File: src/rtl/dmem_arbiter_if.sv
// dmem_arbiter_if
//   Bundles the two requester ports and the data memory port of the
//   MEM-stage data memory arbiter.
//
//   Requester port N (N = 0 core MEM stage, N = 1 loader/debug):
//     pN_req, pN_we, pN_addr, pN_wdata  : request side, driven by the requester
//     pN_ack, pN_rdata                  : one-cycle completion and read data
//   Memory port (Mem_Data, 2048x32, registered read):
//     mem_addr, mem_data_in, mem_read, mem_write : driven by the arbiter
//     mem_data_out                                : registered read data from memory
//
//   Modports:
//     slave  : the arbiter's view
//     master : the environment's view (requesters plus memory)

interface dmem_arbiter_if #(
  parameter int ADDR_W = 11,
  parameter int DATA_W = 32
);

  logic              p0_req;
  logic              p0_we;
  logic [ADDR_W-1:0] p0_addr;
  logic [DATA_W-1:0] p0_wdata;
  logic              p0_ack;
  logic [DATA_W-1:0] p0_rdata;

  logic              p1_req;
  logic              p1_we;
  logic [ADDR_W-1:0] p1_addr;
  logic [DATA_W-1:0] p1_wdata;
  logic              p1_ack;
  logic [DATA_W-1:0] p1_rdata;

  logic [ADDR_W-1:0] mem_addr;
  logic [DATA_W-1:0] mem_data_in;
  logic [DATA_W-1:0] mem_data_out;
  logic              mem_read;
  logic              mem_write;

  modport slave (
    input  p0_req, p0_we, p0_addr, p0_wdata,
    output p0_ack, p0_rdata,
    input  p1_req, p1_we, p1_addr, p1_wdata,
    output p1_ack, p1_rdata,
    output mem_addr, mem_data_in, mem_read, mem_write,
    input  mem_data_out
  );

  modport master (
    output p0_req, p0_we, p0_addr, p0_wdata,
    input  p0_ack, p0_rdata,
    output p1_req, p1_we, p1_addr, p1_wdata,
    input  p1_ack, p1_rdata,
    input  mem_addr, mem_data_in, mem_read, mem_write,
    output mem_data_out
  );

endinterface

File: src/rtl/dmem_arbiter.sv
// dmem_arbiter
//   Two-requester arbiter and sequencer for the 2048x32 data memory in the
//   MEM stage. Each access takes three cycles: IDLE (arbitrate and latch),
//   ISSUE (drive memRead/memWrite for one cycle), RESP (one-cycle ack with
//   the memory's registered read data, or zero for a write).
//
//   Ports:
//     clk       : system clock, all logic on posedge
//     rst       : synchronous active-high reset
//     bus       : dmem_arbiter_if.slave (requester ports 0/1 and memory port)
//     busy      : high whenever the FSM is not in IDLE
//     grant_id  : port currently or most recently granted
//
//   Optional feature:
//     DMEM_ARB_RR_EN : when defined, ties are broken by a 1-bit round-robin
//                      pointer; when undefined, port 0 always wins a tie.

module dmem_arbiter #(
  parameter int ADDR_W = 11,
  parameter int DATA_W = 32
) (
  input  logic           clk,
  input  logic           rst,
  dmem_arbiter_if.slave  bus,
  output logic           busy,
  output logic           grant_id
);

  typedef enum logic [1:0] {IDLE, ISSUE, RESP} state_t;

  state_t            state;
  state_t            state_next;
  logic              we_q;
  logic [ADDR_W-1:0] addr_q;
  logic [DATA_W-1:0] wdata_q;
  logic              grant_q;
  logic              any_req;
  logic              winner;

`ifdef DMEM_ARB_RR_EN
  logic              rr_ptr;

  // A tie goes to the port named by the pointer; a lone requester wins outright.
  always_comb begin
    any_req = bus.p0_req | bus.p1_req;
    if (bus.p0_req && bus.p1_req) begin
      winner = rr_ptr;
    end else begin
      winner = !bus.p0_req;
    end
  end

  // After every grant the pointer moves to the port that lost.
  always_ff @(posedge clk) begin
    if (rst) begin
      rr_ptr <= 1'b0;
    end else if (state == IDLE && any_req) begin
      rr_ptr <= !winner;
    end
  end
`else
  // Fixed priority: port 0 wins whenever it is requesting.
  always_comb begin
    any_req = bus.p0_req | bus.p1_req;
    winner  = !bus.p0_req;
  end
`endif

  always_ff @(posedge clk) begin
    if (rst) begin
      state <= IDLE;
    end else begin
      state <= state_next;
    end
  end

  // The winner's request is frozen here so later changes on the request
  // lines cannot disturb an access already in flight.
  always_ff @(posedge clk) begin
    if (rst) begin
      we_q    <= 1'b0;
      addr_q  <= '0;
      wdata_q <= '0;
      grant_q <= 1'b0;
    end else if (state == IDLE && any_req) begin
      we_q    <= winner ? bus.p1_we    : bus.p0_we;
      addr_q  <= winner ? bus.p1_addr  : bus.p0_addr;
      wdata_q <= winner ? bus.p1_wdata : bus.p0_wdata;
      grant_q <= winner;
    end
  end

  // Memory strobes and acks are gated by rst combinationally, so a reset
  // landing on the ISSUE cycle suppresses the write and a reset landing on
  // the RESP cycle suppresses the ack.
  always_comb begin
    state_next      = state;
    bus.mem_addr    = addr_q;
    bus.mem_data_in = wdata_q;
    bus.mem_read    = 1'b0;
    bus.mem_write   = 1'b0;
    bus.p0_ack      = 1'b0;
    bus.p1_ack      = 1'b0;
    bus.p0_rdata    = '0;
    bus.p1_rdata    = '0;
    busy            = (state != IDLE);
    grant_id        = grant_q;

    case (state)
      IDLE: begin
        if (any_req) begin
          state_next = ISSUE;
        end
      end
      ISSUE: begin
        bus.mem_read  = !we_q && !rst;
        bus.mem_write = we_q && !rst;
        state_next    = RESP;
      end
      RESP: begin
        bus.p0_ack = !grant_q && !rst;
        bus.p1_ack = grant_q && !rst;
        if (!grant_q && !rst && !we_q) begin
          bus.p0_rdata = bus.mem_data_out;
        end
        if (grant_q && !rst && !we_q) begin
          bus.p1_rdata = bus.mem_data_out;
        end
        state_next = IDLE;
      end
      default: begin
        state_next = IDLE;
      end
    endcase
  end

endmodule

File: src/flat_wrapper.sv
// flat-port wrapper written by rule: the top's interface ports become plain ports
module dmem_arbiter_flat 
#(
  parameter int ADDR_W = 11,
  parameter int DATA_W = 32
)
  (clk, rst, busy, grant_id, bus_p0_req, bus_p0_we, bus_p0_addr, bus_p0_wdata, bus_p0_ack, bus_p0_rdata, bus_p1_req, bus_p1_we, bus_p1_addr, bus_p1_wdata, bus_p1_ack, bus_p1_rdata, bus_mem_addr, bus_mem_data_in, bus_mem_read, bus_mem_write, bus_mem_data_out);
  dmem_arbiter_if #(.ADDR_W(ADDR_W), .DATA_W(DATA_W)) bus_i ();
  input  logic clk;
  input  logic rst;
  output logic busy;
  output logic grant_id;
  input wire logic [$bits(bus_i.p0_req)-1:0] bus_p0_req;
  input wire logic [$bits(bus_i.p0_we)-1:0] bus_p0_we;
  input wire logic [$bits(bus_i.p0_addr)-1:0] bus_p0_addr;
  input wire logic [$bits(bus_i.p0_wdata)-1:0] bus_p0_wdata;
  output wire logic [$bits(bus_i.p0_ack)-1:0] bus_p0_ack;
  output wire logic [$bits(bus_i.p0_rdata)-1:0] bus_p0_rdata;
  input wire logic [$bits(bus_i.p1_req)-1:0] bus_p1_req;
  input wire logic [$bits(bus_i.p1_we)-1:0] bus_p1_we;
  input wire logic [$bits(bus_i.p1_addr)-1:0] bus_p1_addr;
  input wire logic [$bits(bus_i.p1_wdata)-1:0] bus_p1_wdata;
  output wire logic [$bits(bus_i.p1_ack)-1:0] bus_p1_ack;
  output wire logic [$bits(bus_i.p1_rdata)-1:0] bus_p1_rdata;
  output wire logic [$bits(bus_i.mem_addr)-1:0] bus_mem_addr;
  output wire logic [$bits(bus_i.mem_data_in)-1:0] bus_mem_data_in;
  output wire logic [$bits(bus_i.mem_read)-1:0] bus_mem_read;
  output wire logic [$bits(bus_i.mem_write)-1:0] bus_mem_write;
  input wire logic [$bits(bus_i.mem_data_out)-1:0] bus_mem_data_out;
  assign bus_i.p0_req = bus_p0_req;
  assign bus_i.p0_we = bus_p0_we;
  assign bus_i.p0_addr = bus_p0_addr;
  assign bus_i.p0_wdata = bus_p0_wdata;
  assign bus_p0_ack = bus_i.p0_ack;
  assign bus_p0_rdata = bus_i.p0_rdata;
  assign bus_i.p1_req = bus_p1_req;
  assign bus_i.p1_we = bus_p1_we;
  assign bus_i.p1_addr = bus_p1_addr;
  assign bus_i.p1_wdata = bus_p1_wdata;
  assign bus_p1_ack = bus_i.p1_ack;
  assign bus_p1_rdata = bus_i.p1_rdata;
  assign bus_mem_addr = bus_i.mem_addr;
  assign bus_mem_data_in = bus_i.mem_data_in;
  assign bus_mem_read = bus_i.mem_read;
  assign bus_mem_write = bus_i.mem_write;
  assign bus_i.mem_data_out = bus_mem_data_out;
  dmem_arbiter #(.ADDR_W(ADDR_W), .DATA_W(DATA_W)) u_core (.clk(clk), .rst(rst), .bus(bus_i), .busy(busy), .grant_id(grant_id));
endmodule
File: config.mk
export PLATFORM = sky130hd
export DESIGN_NAME = dmem_arbiter_flat
export DESIGN_NICKNAME = d
export VERILOG_FILES = /design/src/rtl/dmem_arbiter_if.sv /design/src/rtl/dmem_arbiter.sv /design/src/flat_wrapper.sv
export SDC_FILE = /design/constraint.sdc
export NUM_CORES = 1
export LEC_CHECK = 0
export CAP_MARGIN = 20
export CORE_MARGIN = 1.5
export CORE_UTILIZATION = 30
export DETAILED_ROUTE_END_ITERATION = 16
export GPL_TIMING_DRIVEN = 0
export PLACE_DENSITY = 0.76
export SYNTH_ARGS = -nofsm -noshare
export SYNTH_HDL_FRONTEND = slang
export SYNTH_SLANG_ARGS = --single-unit
File: constraint.sdc
create_clock -name clk -period 3 [get_ports clk]
set_input_delay 0.3 -clock clk [delete_from_list [all_inputs] [get_ports clk]]
set_output_delay 0.3 -clock clk [all_outputs]
set_load 0.01 [all_outputs]
# Word level (Yosys, flattened, before mapping)
# Index checks and enable logic that the tools add are counted.
# word_totals
reg_bits	47
latch_bits	0
ramBits	0
rom_bits	0
wordCells	35
n_memories	0
# classes
addsub	0
mul	0
div	0
magnitude_cmp	0
n_eq_ne	3
shifts	0
mux	13
bitwise_logic	1
reduce_logical	13
# ops
op	count
32-bit 2-to-1 mux	5
11-bit 2-to-1 mux	1
1-bit logical AND	7
1-bit 2-to-1 mux	5
1-bit zero test	4
2-bit one-hot mux with 2 select lines	1
2-bit by 1-bit equality test with 1-bit output, second input constant	1
2-bit equality test, second input constant	1
2-bit zero test	1
2-bit 2-to-1 mux	1
2-bit by 1-bit inequality test with 1-bit output, second input constant	1
2-bit nonzero test	1
1-bit bitwise OR	1

# Depth between registers and ports, before layout
# depth
word_depth	5
ltp_mapped	7
ltp_nobuf	3

# Worst setup path after synthesis
# OpenSTA, ideal clock, no wires.
# synth_timing
path_kind	register to output
startpoint	reg u_core.state[1]
endpoint	out bus_p0_ack
arrival_ns	1.291
required_time_ns	2.700
path_slack_ns	1.409
path_stages_with_launch	5
path_cell_list	dfxtp_1 -> nor2b_1 -> clkbuf_1 -> clkbuf_1 -> nor3b_1
# synth_via
elab_chain_len	2
# synth_lines
element	line	text
start, declared	dmem_arbiter.sv:31	state_t state;
start signal, assigned	dmem_arbiter.sv:73	state <= state_next;
2-bit equality test	dmem_arbiter.sv:109	case (state)
1-bit 2-to-1 mux	dmem_arbiter.sv:109	
end, declared	flat_wrapper.sv:17	output wire logic [$bits(bus_i.p0_ack)-1:0] bus_p0_ack;
# Every way passes these cells.

# Worst setup path in the final report
# layout_timing
startpoint	in rst
endpoint	out bus_p1_rdata[13]
# layout_via
elab_chain_len	5
# layout_lines
element	line	text
start, declared	flat_wrapper.sv:10	input logic rst;
1-bit zero test	dmem_arbiter.sv:126	if (grant_q && !rst && !we_q) begin
1-bit logical AND (2 in a row)	dmem_arbiter.sv:126	
32-bit 2-to-1 mux	dmem_arbiter.sv:126	
32-bit 2-to-1 mux	dmem_arbiter.sv:109	
end, declared	flat_wrapper.sv:24	output wire logic [$bits(bus_i.p1_rdata)-1:0] bus_p1_rdata;
# Every way passes these cells.

==> out/results.ini <==
[finish]
final_layout_size_suffix_gt1_share_pct=10.93
area_growth_pct=91.24
nets=663
stdcell_count=651
n_antenna_cell=0
nFillCells=825

[floorplanning]
fp-row-count=35
top_level_ports=237
die_w_um=100.1
die_h_um=100.1
die_area_sq_um=10020
start_util_pct=30.75
core_sq_um=9196

[placement]
io_buffers=235
dp_hpwl_um=8600
dpl.cell_count=643
gp_congestion=0.8873

[worst_setup_path]
arrival_ns=2.33
cpMaxStageDelayCell=clkdlybuf4s50_1
crit_path_start_kind=input pin
slowest_delay_ns=0.59
critPathRequiredTime_ns=2.70
crit_top_cell=clkdlybuf4s50_1
worst-path-max-fanout=10
cp-end-kind=output pin
cp_cell_sequence=clkdlybuf4s50_1 > nand2b_1 > nor2_1 > clkbuf_1 > and3_1 > clkdlybuf4s50_1
regToRegSetupSlack_ns=1.16
critPathKind=in2out

[yosys]
syn_area_per_cell_sq_um=9.521
synthCells=297
synth_nets=421
synth_cell_types=18
synth_seq_cells=47
ys_seq_area_share_pct=33.27
ys_async_sr_fraction_pct=0
syn_area_sq_um=2828
ys_warn_count=0
ys.flop_type=dfxtp_1
synth_edf_count=0

[sta]
tightest_slew_ns=0.7457
slew_headroom_pct=50.29
skew_ns=0.005208
finalSetupViolCount=0
rsz0062_at_grt=false
max_freq_mhz=379.9
maxSlewViolCount=0
period_share_pct=87.74
finalCriticalPeriod_ns=2.632
hold_viol_final=0
tns_ns=0
hold_ws_ns=0.3921

[cts]
cts_sinks=47
tritoncts=built
post-cts-setup-buffers=0
ctsResizeCount=0
cts_buffers=5
clk_latency_ns=0.30
clockBufferDepth=2
path_clk_slew_ns=0.10
root_buffer=clkbuf_8
ctsHoldBuffers=0
h-tree-depth=2

[global_route]
grt_pass1_wl_um=16500
grt.met2_usage_pct=39.25
grt-ovfl-total=0
grt_usage_pct=20.55
grt_pass1_vias=3278
grt_max_degree=16
use_met1_pct=22.56
antenna_found_initial=0
grt-busiest-layer=met2
globalRouteMet3Util_pct=5.014

[route]
drtPass1Iterations=4
wire_per_inst_um=16.54
via_per_inst=5.011
vias=3262
ant_nets=0
drt-total-wl_um=10770
drt_iter0_markers=82
drc=0

[pwr]
p_per_area_nw_per_um2=342.3
p_leak_nw=2.230
power_mw=1.851
max-vdd-ir-drop_uv=206.9

[min_path]
min_path_type=in2reg

[job]
drv_cap=0

[status]
status=completed

report_power, final:
group / internal (mW) / leakage (nW) / switching (mW)
combinational: 0.407 / 1.80 / 0.318
clock: 0.163 / 0.0402 / 0.227
sequential: 0.695 / 0.391 / 0.0403
cell usage after synthesis, types with 2 or more instances:
| cell type | count | area, sq um |
|---|---|---|
| and3_1 | 64 | 400.4 |
| dfxtp_1 | 47 | 940.9 |
| a211oi_2 | 40 | 500.5 |
| nor2_1 | 2 | 7.510 |
| buf_2 | 3 | 15.01 |
| nor2b_1 | 4 | 25.02 |
| mux2i_1 | 44 | 440.4 |
| a21oi_1 | 45 | 225.2 |
| a211oi_1 | 5 | 37.54 |
| buf_6 | 7 | 78.83 |
| clkbuf_1 | 28 | 105.1 |
| nor3b_1 | 2 | 15.01 |
worst max-delay path, delay by kind of cell:
family	cells	cell delay (ns)
AND/OR/NAND/NOR	3	0.67
buffers and inverters	3	1.37
path summary, 6_finish.rpt:
kind                                end  cells after the start       startpoint
max                    bus_p1_rdata[13]                      6              rst
min reg2reg             u_core.state[1]                      1  u_core.state[1]
min           u_core.bus.mem_data_in[0]                      3       bus_p0_req
max reg2reg  u_core.bus.mem_data_in[29]                      5  u_core.state[1]
logic make-up (layout without fill, tap and decap cells):
logic type / Yosys count / count (layout) / share of synthesized area [%]
AOI/OAI and AO/OA: 90 / 90 / 26.99
buffers and inverters: 39 / 282 / 7.168
and+or+nand+nor: 77 / 77 / 16.99
DFF: 47 / 47 / 33.27
muxes: 44 / 44 / 15.58
flip-flops by register name, indices dropped and copies added (netlist names):
signal                  flops
u_core.grant_id             1
u_core.we_q                 1
u_core.bus.mem_data_in     32
u_core.state                2
u_core.bus.mem_addr        11
routing by layer:
metal | vias to the layer above | wire length [um]
met5 | - | 0
met4 | 0 | 163
met3 | 13 | 831
met2 | 149 | 5585
met1 | 1513 | 4189
li1 | 1587 | -
final cells by class:
class | count | area (sq um) | area share, %
Buffer | 38 | 198.9 | 3.679
Clock buffer | 5 | 68.82 | 1.273
Clock inverter | 3 | 20.02 | 0.3702
Inverter | 1 | 3.754 | 0.06941
Multi-Input combinational cell | 211 | 1684 | 31.14
Sequential cell | 47 | 940.9 | 17.40
Tap cell | 111 | 138.9 | 2.568
Timing Repair Buffer | 235 | 2352 | 43.50
placed cells by master (no fill, tap or decap):
master / count
clkdlybuf4s50_1: 235
and3_1: 64
dfxtp_1: 47
a21oi_1: 45
mux2i_1: 44
a211oi_2: 40
clkbuf_1: 28
buf_6: 7
a211oi_1: 5
clkbuf_8: 5
nor2b_1: 4
buf_2: 3
nor2_1: 2
nor3b_1: 2
clkinvlp_4: 2
inv_1: 1
nand2b_1: 1
nor3_1: 1
and2_1: 1
or2_1: 1
and2_4: 1
clkinv_2: 1
per-stage QoR:
stage,setup slack (ns),area (sq um),utilization [%]
2_1_floorplan,1.409,2828,-
3_3_place_gp,0.4136,5319,57.84
3_5_place_dp,0.3655,5319,57.84
4_1_cts,0.3664,5408,58.80
5_1_grt,0.1671,5408,58.80
6_report,0.3679,5408,58.80
Power figures use the tool's default switching activity.
